<file path="src/rtl/div_seq_unit.sv">
// div_seq_unit: multi-cycle RV32M divide sequencer (DIV, DIVU, REM, REMU).
// Runs radix-2 restoring division, one quotient bit per cycle, on operand
// magnitudes. A sign fix-up cycle follows. Divide-by-zero and signed overflow
// complete on a fast path.
//
// Ports:
//   clk, rst_n  clock, asynchronous active-low reset
//   start       divide requested in EX (held while stall_o is high)
//   funct3      100 DIV, 101 DIVU, 110 REM, 111 REMU; funct3[2]=0 is ignored
//   op_a, op_b  dividend / divisor, captured at accept only
//   kill        synchronous abort (pipeline flush)
//   stall_o     freeze IF/EX registers
//   busy        state is not IDLE
//   done        one-cycle pulse, result valid in this cycle
//   result      registered quotient or remainder
module div_seq_unit #(
  parameter int unsigned WIDTH = 32,
  parameter int unsigned CNT_W = 6
) (
  input  logic             clk,
  input  logic             rst_n,
  input  logic             start,
  input  logic [2:0]       funct3,
  input  logic [WIDTH-1:0] op_a,
  input  logic [WIDTH-1:0] op_b,
  input  logic             kill,
  output logic             stall_o,
  output logic             busy,
  output logic             done,
  output logic [WIDTH-1:0] result
);

  typedef enum logic [1:0] {StIdle, StCalc, StFin, StDone} state_e;

  state_e           state_q;
  logic [CNT_W-1:0] count_q;
  logic             is_rem_q;   // select remainder instead of quotient
  logic             neg_quo_q;  // operand signs differ (signed ops only)
  logic             neg_rem_q;  // dividend negative (signed ops only)
  logic [WIDTH-1:0] rem_q;
  logic [WIDTH-1:0] quo_q;      // holds dividend magnitude, shifted out as quotient shifts in
  logic [WIDTH-1:0] div_q;      // divisor magnitude
  logic [WIDTH-1:0] result_q;
  logic             done_q;

  logic             accept;
  logic             is_signed_in;
  logic             is_rem_in;
  logic             a_neg;
  logic             b_neg;
  logic [WIDTH-1:0] a_mag;
  logic [WIDTH-1:0] b_mag;
  logic             div_zero;
  logic             sgn_ovf;
  logic [WIDTH-1:0] fast_res;
  logic [WIDTH:0]   rem_shift;
  logic [WIDTH+1:0] diff;
  logic             borrow;
  logic [WIDTH-1:0] quo_fix;
  logic [WIDTH-1:0] rem_fix;

  always_comb begin
    accept       = start & funct3[2] & (state_q == StIdle) & ~kill;
    is_signed_in = ~funct3[0];
    is_rem_in    = funct3[1];
    a_neg        = is_signed_in & op_a[WIDTH-1];
    b_neg        = is_signed_in & op_b[WIDTH-1];
    // Negating -2^(WIDTH-1) yields itself, which reads correctly as unsigned.
    a_mag        = a_neg ? (~op_a + 1'b1) : op_a;
    b_mag        = b_neg ? (~op_b + 1'b1) : op_b;
    div_zero     = (op_b == '0);
    sgn_ovf      = is_signed_in & (op_a == {1'b1, {(WIDTH-1){1'b0}}}) & (&op_b);
    if (div_zero) begin
      fast_res = is_rem_in ? op_a : '1;
    end else begin
      fast_res = is_rem_in ? '0 : op_a;
    end

    rem_shift = {rem_q, quo_q[WIDTH-1]};
    diff      = {1'b0, rem_shift} - {2'b00, div_q};
    borrow    = diff[WIDTH+1];

    quo_fix = neg_quo_q ? (~quo_q + 1'b1) : quo_q;
    rem_fix = neg_rem_q ? (~rem_q + 1'b1) : rem_q;
  end

  always_ff @(posedge clk or negedge rst_n) begin
    if (!rst_n) begin
      state_q   <= StIdle;
      count_q   <= '0;
      is_rem_q  <= 1'b0;
      neg_quo_q <= 1'b0;
      neg_rem_q <= 1'b0;
      rem_q     <= '0;
      quo_q     <= '0;
      div_q     <= '0;
      result_q  <= '0;
      done_q    <= 1'b0;
    end else begin
      done_q <= 1'b0;
      unique case (state_q)
        StIdle: begin
          if (accept) begin
            is_rem_q  <= is_rem_in;
            neg_quo_q <= a_neg ^ b_neg;
            neg_rem_q <= a_neg;
            rem_q     <= '0;
            quo_q     <= a_mag;
            div_q     <= b_mag;
            count_q   <= '0;
            if (div_zero || sgn_ovf) begin
              result_q <= fast_res;
              done_q   <= 1'b1;
              state_q  <= StDone;
            end else begin
              state_q <= StCalc;
            end
          end
        end
        StCalc: begin
          if (kill) begin
            state_q <= StIdle;
          end else begin
            if (borrow) begin
              rem_q <= rem_shift[WIDTH-1:0];
              quo_q <= {quo_q[WIDTH-2:0], 1'b0};
            end else begin
              rem_q <= diff[WIDTH-1:0];
              quo_q <= {quo_q[WIDTH-2:0], 1'b1};
            end
            count_q <= count_q + CNT_W'(1);
            if (count_q == CNT_W'(WIDTH - 1)) begin
              state_q <= StFin;
            end
          end
        end
        StFin: begin
          if (kill) begin
            state_q <= StIdle;
          end else begin
            result_q <= is_rem_q ? rem_fix : quo_fix;
            done_q   <= 1'b1;
            state_q  <= StDone;
          end
        end
        StDone: begin
          state_q <= StIdle;
        end
        default: state_q <= StIdle;
      endcase
    end
  end

  assign stall_o = accept | (state_q == StCalc) | (state_q == StFin);
  assign busy    = (state_q != StIdle);
  assign done    = done_q;
  assign result  = result_q;

endmodule

</file>
<file path="config.mk">
export PLATFORM = sky130hd
export DESIGN_NAME = div_seq_unit
export DESIGN_NICKNAME = d
export VERILOG_FILES = /design/src/rtl/div_seq_unit.sv
export SDC_FILE = /design/constraint.sdc
export NUM_CORES = 1
export LEC_CHECK = 0
export CORE_UTILIZATION = 50
export DETAILED_ROUTE_END_ITERATION = 7
export GPL_TIMING_DRIVEN = 0
export PLACE_DENSITY_LB_ADDON = 0.2
export SLEW_MARGIN = 20
export SYNTH_ARGS = -nofsm -noshare
export SYNTH_HDL_FRONTEND = slang
export SYNTH_SLANG_ARGS = --single-unit
export TNS_END_PERCENT = 20
</file>
<file path="constraint.sdc">
create_clock -name clk -period 2.9 [get_ports clk]
set_input_delay 0.58 -clock clk [delete_from_list [all_inputs] [get_ports clk]]
set_output_delay 0.58 -clock clk [all_outputs]
set_load 0.005 [all_outputs]
</file>
### Word-level counts from Yosys, hierarchy flattened

Index checks and enable logic that the tools add are counted.

* flip-flop bits (word level): 140
* latch bits: 0
* RAM bits: 0
* bits in read-only memories: 0
* bits of input ports: 71
* output and inout bits: 35
* logic and storage cells: 86
* memories kept: 0

* add/subtract/negate cells: 6
* $mul: 0
* divide/modulo/power cells: 0
* magnitude comparators: 0
* eq/ne operators: 10
* shift operators: 0
* mux-type cells: 33
* bitwise gates (word level): 16
* reductions and logical operators: 11

Operators with widths (count)
* 2-to-1 mux 32 bit: 16
* case mux 32 bit (2 select lines): 3
* adder 32 x 1 -> 32 bit (second input constant): 4
* NOT 32 bit: 4
* subtractor 33 x 32 -> 34 bit: 1
* equality test 32 bit (second input constant): 1
* zero test 32 bit: 1
* AND reduction 32 bit: 1
* 2-to-1 mux 6 bit: 2
* case mux 6 bit (2 select lines): 1
* 2-to-1 mux 2 bit: 5
* case mux 2 bit (4 select lines): 1
* AND 1 bit: 7
* adder 6 x 1 -> 6 bit (second input constant): 1
* equality test 6 x 5 -> 1 bit (second input constant): 1
* != test 2 bit (second input constant): 3
* nonzero test 2 bit: 3
* equality test 2 bit (second input constant): 2
* 2-to-1 mux 1 bit: 4
* AND reduction 2 bit: 2
* AND reduction 4 bit: 1
* != test 3 bit (second input constant): 1
* AND reduction 3 bit: 1
* equality test 2 x 1 -> 1 bit (second input constant): 1
* other kinds (7): 9

### Logic depth before layout (Yosys ltp)

* depth after elaboration: 7
* gate-level depth with buffers: 12
* depth with buffers taken out: 12

### Worst setup path before layout

Ideal clock, no wire load.

* path type: reg-to-reg
* start: reg rem_q[19]
* end: reg result_q[31] (netlist: result[31])
* setup time: 0.094 ns
* data arrival time: 2.918 ns
* required time: 2.806 ns
* setup slack: -0.112 ns
* cell stages (with the launch flop): 9
* buffers on the path: 0
* period minus slack after synthesis: 3.012 ns
* cell sequence: dfrtp_1 > or4_4 > or4_4 > or4_4 > or4_4 > o31ai_4 > xnor2_1 > o22ai_1 > a211oi_1

* cells in the longest elaborated chain, start to end: 6

Ends and longest elaborated chain
* start: declaration: RTL line 40 `logic [WIDTH-1:0] rem_q;`
* start signal: assignment: RTL line 125 `rem_q <= rem_shift[WIDTH-1:0];`
* start signal: assignment: RTL line 128 `rem_q <= diff[WIDTH-1:0];`
* NOT 32 bit: RTL line 84 `rem_fix = neg_rem_q ? (~rem_q + 1'b1) : rem_q;`
* adder 32 x 1 -> 32 bit: RTL line 84
* 2-to-1 mux 32 bit: RTL line 84
* 2-to-1 mux 32 bit: RTL line 141 `result_q <= is_rem_q ? rem_fix : quo_fix;`
* 2-to-1 mux 32 bit: RTL line 138 `if (kill) begin`
* case mux 32 bit (2 select lines): RTL line 101 `unique case (state_q)`
* end signal: assignment: RTL line 112 `result_q <= fast_res;`
* end signal: assignment: RTL line 141
* end: declaration: RTL line 43 `logic [WIDTH-1:0] result_q;`

Every way passes these cells. The select of a mux whose other input is x is not followed.
A chain may end at the register's enable or synchronous reset.

### Worst setup path in the final report

* start: reg rem_q[16]
* end: reg result_q[31] (netlist: result[31])

Same word-level chain as after synthesis.

==> PnR_summary.wiki <==
{| class="wikitable"
! Metric !! Value
|-
| Number of register bits inferred by synthesis || 140
|-
| Post-detailed-route wirelength per cell || approximately 22 µm
|-
| Category of the most critical setup path || flip-flop to flip-flop
|-
| Final setup skew || 0.00777 ns
|-
| Top cell by count, worst path || sky130_fd_sc_hd__or4_4
|-
| Run status || finished with violations
|-
| Utilization of the core after routing || 65.1%
|-
| Register area share after synthesis || 32.0%
|-
| CTS tree || yes
|-
| Mapped Avg Cell Area || 7.80 µm²
|-
| Achievable clock frequency || 329 MHz
|-
| Violation count after the first detailed-route iteration || 1142
|-
| Final critical-path setup slack || -0.139 ns
|-
| Slowest-stage cell, CP || sky130_fd_sc_hd__dfrtp_2
|-
| Remaining max-slew budget at the tightest pin || 48.6%
|-
| DIE HEIGHT || ~150 µm
|-
| Final critical-path share of the clock period || 105%
|-
| Post-synth net total || 1515
|-
| GRT Util Overall || 35.7%
|-
| Count of hold buffers inserted by post-cts repair || 0
|-
| Area after DPL || between 10000 and 15000 µm²
|-
| P per Cell Area || 1060 nW/µm²
|-
| Cells along the critical path || or4_4 -> or4_4 -> or4_4 -> or4_4 -> o31ai_4 -> xnor2_2 -> o22ai_2 -> a211oi_2
|-
| Total Routed Length || 39600 µm
|-
| Share of post-route cells with drive strength above 1 || between 10% and 20%
|-
| Remaining antenna violation count || 0
|-
| Routed vias/inst || between 6 and 7
|-
| Type of element capturing the critical path || flip-flop
|-
| Reported leakage power || 5.72 nW
|-
| DR vias || 11700
|-
| Post-layout min period || approximately 3 ns
|-
| Cell type group with the largest total delay on the critical path || simple AND/OR/NAND/NOR gates
|-
| Launching element type of the critical path || flip-flop
|-
| Die area || 22500 µm²
|-
| Ys Warns || 0
|-
| Slowest stage delay, CP || 0.49 ns
|-
| Number of global-route vias before repair || about 11000
|-
| Largest cells by area after synthesis || sky130_fd_sc_hd__dfrtp_1, sky130_fd_sc_hd__o21ai_0, sky130_fd_sc_hd__nand2_1
|-
| Share of the synthesized area in the top cell type || approximately a third
|-
| Count leader, synth || sky130_fd_sc_hd__nand2_1
|-
| WP data required || between 3 and 4 ns
|-
| Count of buffers inserted at the top-level ports || ~110
|-
| Failing checks || setup timing
|-
| Post-synth cell types || 63
|-
| Count of flip-flops with a built-in enable after synthesis || 0
|-
| Number of hold violations in the final report || 0
|-
| Die Span X || between 150 and 200 µm
|-
| Initial antenna violation count || 0
|-
| Crit-path max FO || 9
|-
| Number of antenna diodes || 0
|-
| Area of the core || 21200 µm²
|-
| Global-route wire length before repair || ~61000 µm
|-
| Maximum resistive drop on vdd || 0.732 mV
|-
| RSZ-0062 raised after global routing || yes
|-
| Area delta synth->final || 26.1%
|-
| CTS Buf Count || 17
|-
| Worst Max-Slew Pin Slew || 0.772 ns
|-
| Count of maximum capacitance violations || 0
|-
| Number of nets in the layout || around 1700
|-
| Final HPWL from detailed placement || between 20000 and 30000 µm
|-
| Largest area contributor in the netlist || sky130_fd_sc_hd__dfrtp_1
|-
| Synth cell count leaders || sky130_fd_sc_hd__nand2_1, sky130_fd_sc_hd__o21ai_0, sky130_fd_sc_hd__dfrtp_1
|-
| Clock Tree Buf Depth || 2
|-
| Final Max Slew Viols || 0
|-
| Remaining global-route overflow || 0
|-
| Proportion of register bits with asynchronous set or reset after synthesis || 100%
|-
| Standard-cell rows || 53
|-
| Clock Tree Root || sky130_fd_sc_hd__clkbuf_16
|-
| Final setup vio count || 6
|-
| Number of clock sinks || 140
|-
| Worst Path Arrival || 3.39 ns
|-
| Clk_lat worst skew || 0.43 ns
|-
| Most used DFF post-synth || sky130_fd_sc_hd__dfrtp_1
|-
| Combined area of all synthesized cells || 11000 µm²
|-
| Largest net degree at the start of global routing || 95
|-
| Buf/Inv on CP || 0
|-
| Placer Congestion || between 0.9 and 1
|-
| Slack of the worst reg-to-reg path || -0.14 ns
|-
| Gate count of the mapped netlist || between 1000 and 1500
|-
| Number of ports placed on the die boundary || approximately 110
|-
| Maximum level of the CTS H-tree || 4
|-
| Initial core utilization || 51.6%
|-
| Clk pin slew, worst setup/hold paths || 0.06 ns
|-
| First drt pass iteration count || 6
|-
| Classification of the worst-slack hold path || primary input to async pin
|-
| Cell area after layout || 13800 µm²
|-
| DRC viols || 0
|}
-- per-stage QoR --
| stage | cells | setup TNS (ns) | hold slack [ns] | total power [mW] | setup WS [ns] |
|---|---|---|---|---|---|
| 6_report | 1830 | -0.246 | 0.0336 | 14.6 | -0.139 |
| 5_1_grt | 1830 | -1.72 | 0.0635 | 15.5 | -0.205 |
| 4_1_cts | 1816 | -0.247 | 0.0554 | 13.2 | -0.194 |
| 3_3_place_gp | 1785 | -720.95 | 0.464 | 10.7 | -4.57 |
| 3_5_place_dp | 1786 | -83.48 | 0.470 | 10.8 | -1.52 |
| 2_1_floorplan | 1405 | -0.112 | 0.284 | 8.72 | -0.112 |
-- cell usage in the layout, fill, tap and decap left out, types with 7 or more instances in the layout --
| cell type | n |
|---|---|
| sky130_fd_sc_hd__xor2_1 | 66 |
| sky130_fd_sc_hd__or4_4 | 10 |
| sky130_fd_sc_hd__clkbuf_1 | 51 |
| sky130_fd_sc_hd__nand2b_1 | 11 |
| sky130_fd_sc_hd__o21ai_0 | 150 |
| sky130_fd_sc_hd__a31oi_1 | 20 |
| sky130_fd_sc_hd__dlygate4sd2_1 | 9 |
| sky130_fd_sc_hd__clkdlybuf4s50_1 | 92 |
| sky130_fd_sc_hd__clkbuf_16 | 18 |
| sky130_fd_sc_hd__o41ai_1 | 10 |
| sky130_fd_sc_hd__dfrtp_2 | 12 |
| sky130_fd_sc_hd__a21o_1 | 15 |
| sky130_fd_sc_hd__nor4_4 | 8 |
| sky130_fd_sc_hd__mux2i_1 | 23 |
| sky130_fd_sc_hd__ha_1 | 21 |
| sky130_fd_sc_hd__or3_1 | 19 |
| sky130_fd_sc_hd__nand3_1 | 34 |
| sky130_fd_sc_hd__nand4_1 | 22 |
| sky130_fd_sc_hd__buf_4 | 26 |
| sky130_fd_sc_hd__o31ai_1 | 31 |
| sky130_fd_sc_hd__nor2_1 | 121 |
| sky130_fd_sc_hd__inv_1 | 49 |
| sky130_fd_sc_hd__a21oi_1 | 83 |
| sky130_fd_sc_hd__nor3_1 | 13 |
| sky130_fd_sc_hd__a211oi_1 | 14 |
| sky130_fd_sc_hd__o211ai_1 | 46 |
| sky130_fd_sc_hd__ha_2 | 11 |
| sky130_fd_sc_hd__dfrtp_1 | 128 |
| sky130_fd_sc_hd__xnor2_1 | 73 |
| sky130_fd_sc_hd__buf_2 | 7 |
| sky130_fd_sc_hd__nor2b_1 | 8 |
| sky130_fd_sc_hd__nand2_1 | 184 |
| sky130_fd_sc_hd__and3_1 | 10 |
-- logic make-up after synthesis --
kind of cell             Yosys count  share of synthesized area [%]
adder cells (fa/ha/maj)           39                           4.52
flip-flops                       140                           32.0
AO/OA/AOI/OAI                    431                           24.1
buffers and inverters            134                           4.65
AND/OR/NAND/NOR                  496                           21.2
multiplexers                      25                           2.31
XOR/XNOR                         140                           11.2
-- sequential cells by signal, summed over array words and instances (netlist names) --
name	cells
quo_q	32
is_rem_q	1
count_q	6
state_q	2
div_q	32
rem_q	32
done	1
result	32
neg_quo_q	1
neg_rem_q	1
-- timing repair --
| item | 4_1_cts | 5_1_grt |
|---|---|---|
| endpoints found under the hold margin | 0 | 0 |
| gates resized for setup | 90 | 103 |
| pin swaps | 14 | 16 |
| cloned | 0 | 1 |
| setup buffers | 13 | 13 |
| setup endpoints to repair | 101 | 79 |
-- where the power goes --
part	leakage, nW	internal (mW)	total [mW]	switching (mW)
Combinational	3.69	4.06	9.18	5.13
Sequential	1.77	2.50	3.38	0.879
Clock	0.263	1.24	2.07	0.836
Total	5.72	7.80	14.6	6.84
-- area by class of cell --
| cell class | count | area, µm² |
|---|---|---|
| buffer | 72 | 362 |
| clock buffer | 23 | 488 |
| clock inverter | 3 | 40.0 |
| fill | 1900 | 7400 |
| inverter | 53 | 201 |
| multi-input combinational | 1131 | 7550 |
| sequential | 140 | 3520 |
| tap | 275 | 344 |
| timing repair buffer | 133 | 1320 |
-- worst paths after layout --
path / startpoint / end / cells past startpoint
worst max-delay path: rem_q[16] / result[31] / 8
worst min-delay path: rst_n / div_q[9] / 1
worst max register to register: rem_q[16] / result[31] / 8
worst min register to register: result[6] / result[6] / 2
max in group asynchronous: rst_n / quo_q[4] / 2
min in group clk: result[6] / result[6] / 2
-- metal layers --
layer | track usage [%] | up-vias | wire length [µm]
li1 | - | 5310 | -
met1 | 51.3 | 5622 | 17400
met2 | 52.2 | 645 | 17000
met3 | 8.32 | 90 | 4020
met4 | 12.0 | 0 | 1220
met5 | 0 | - | 0
Power figures use the tool's default switching activity.
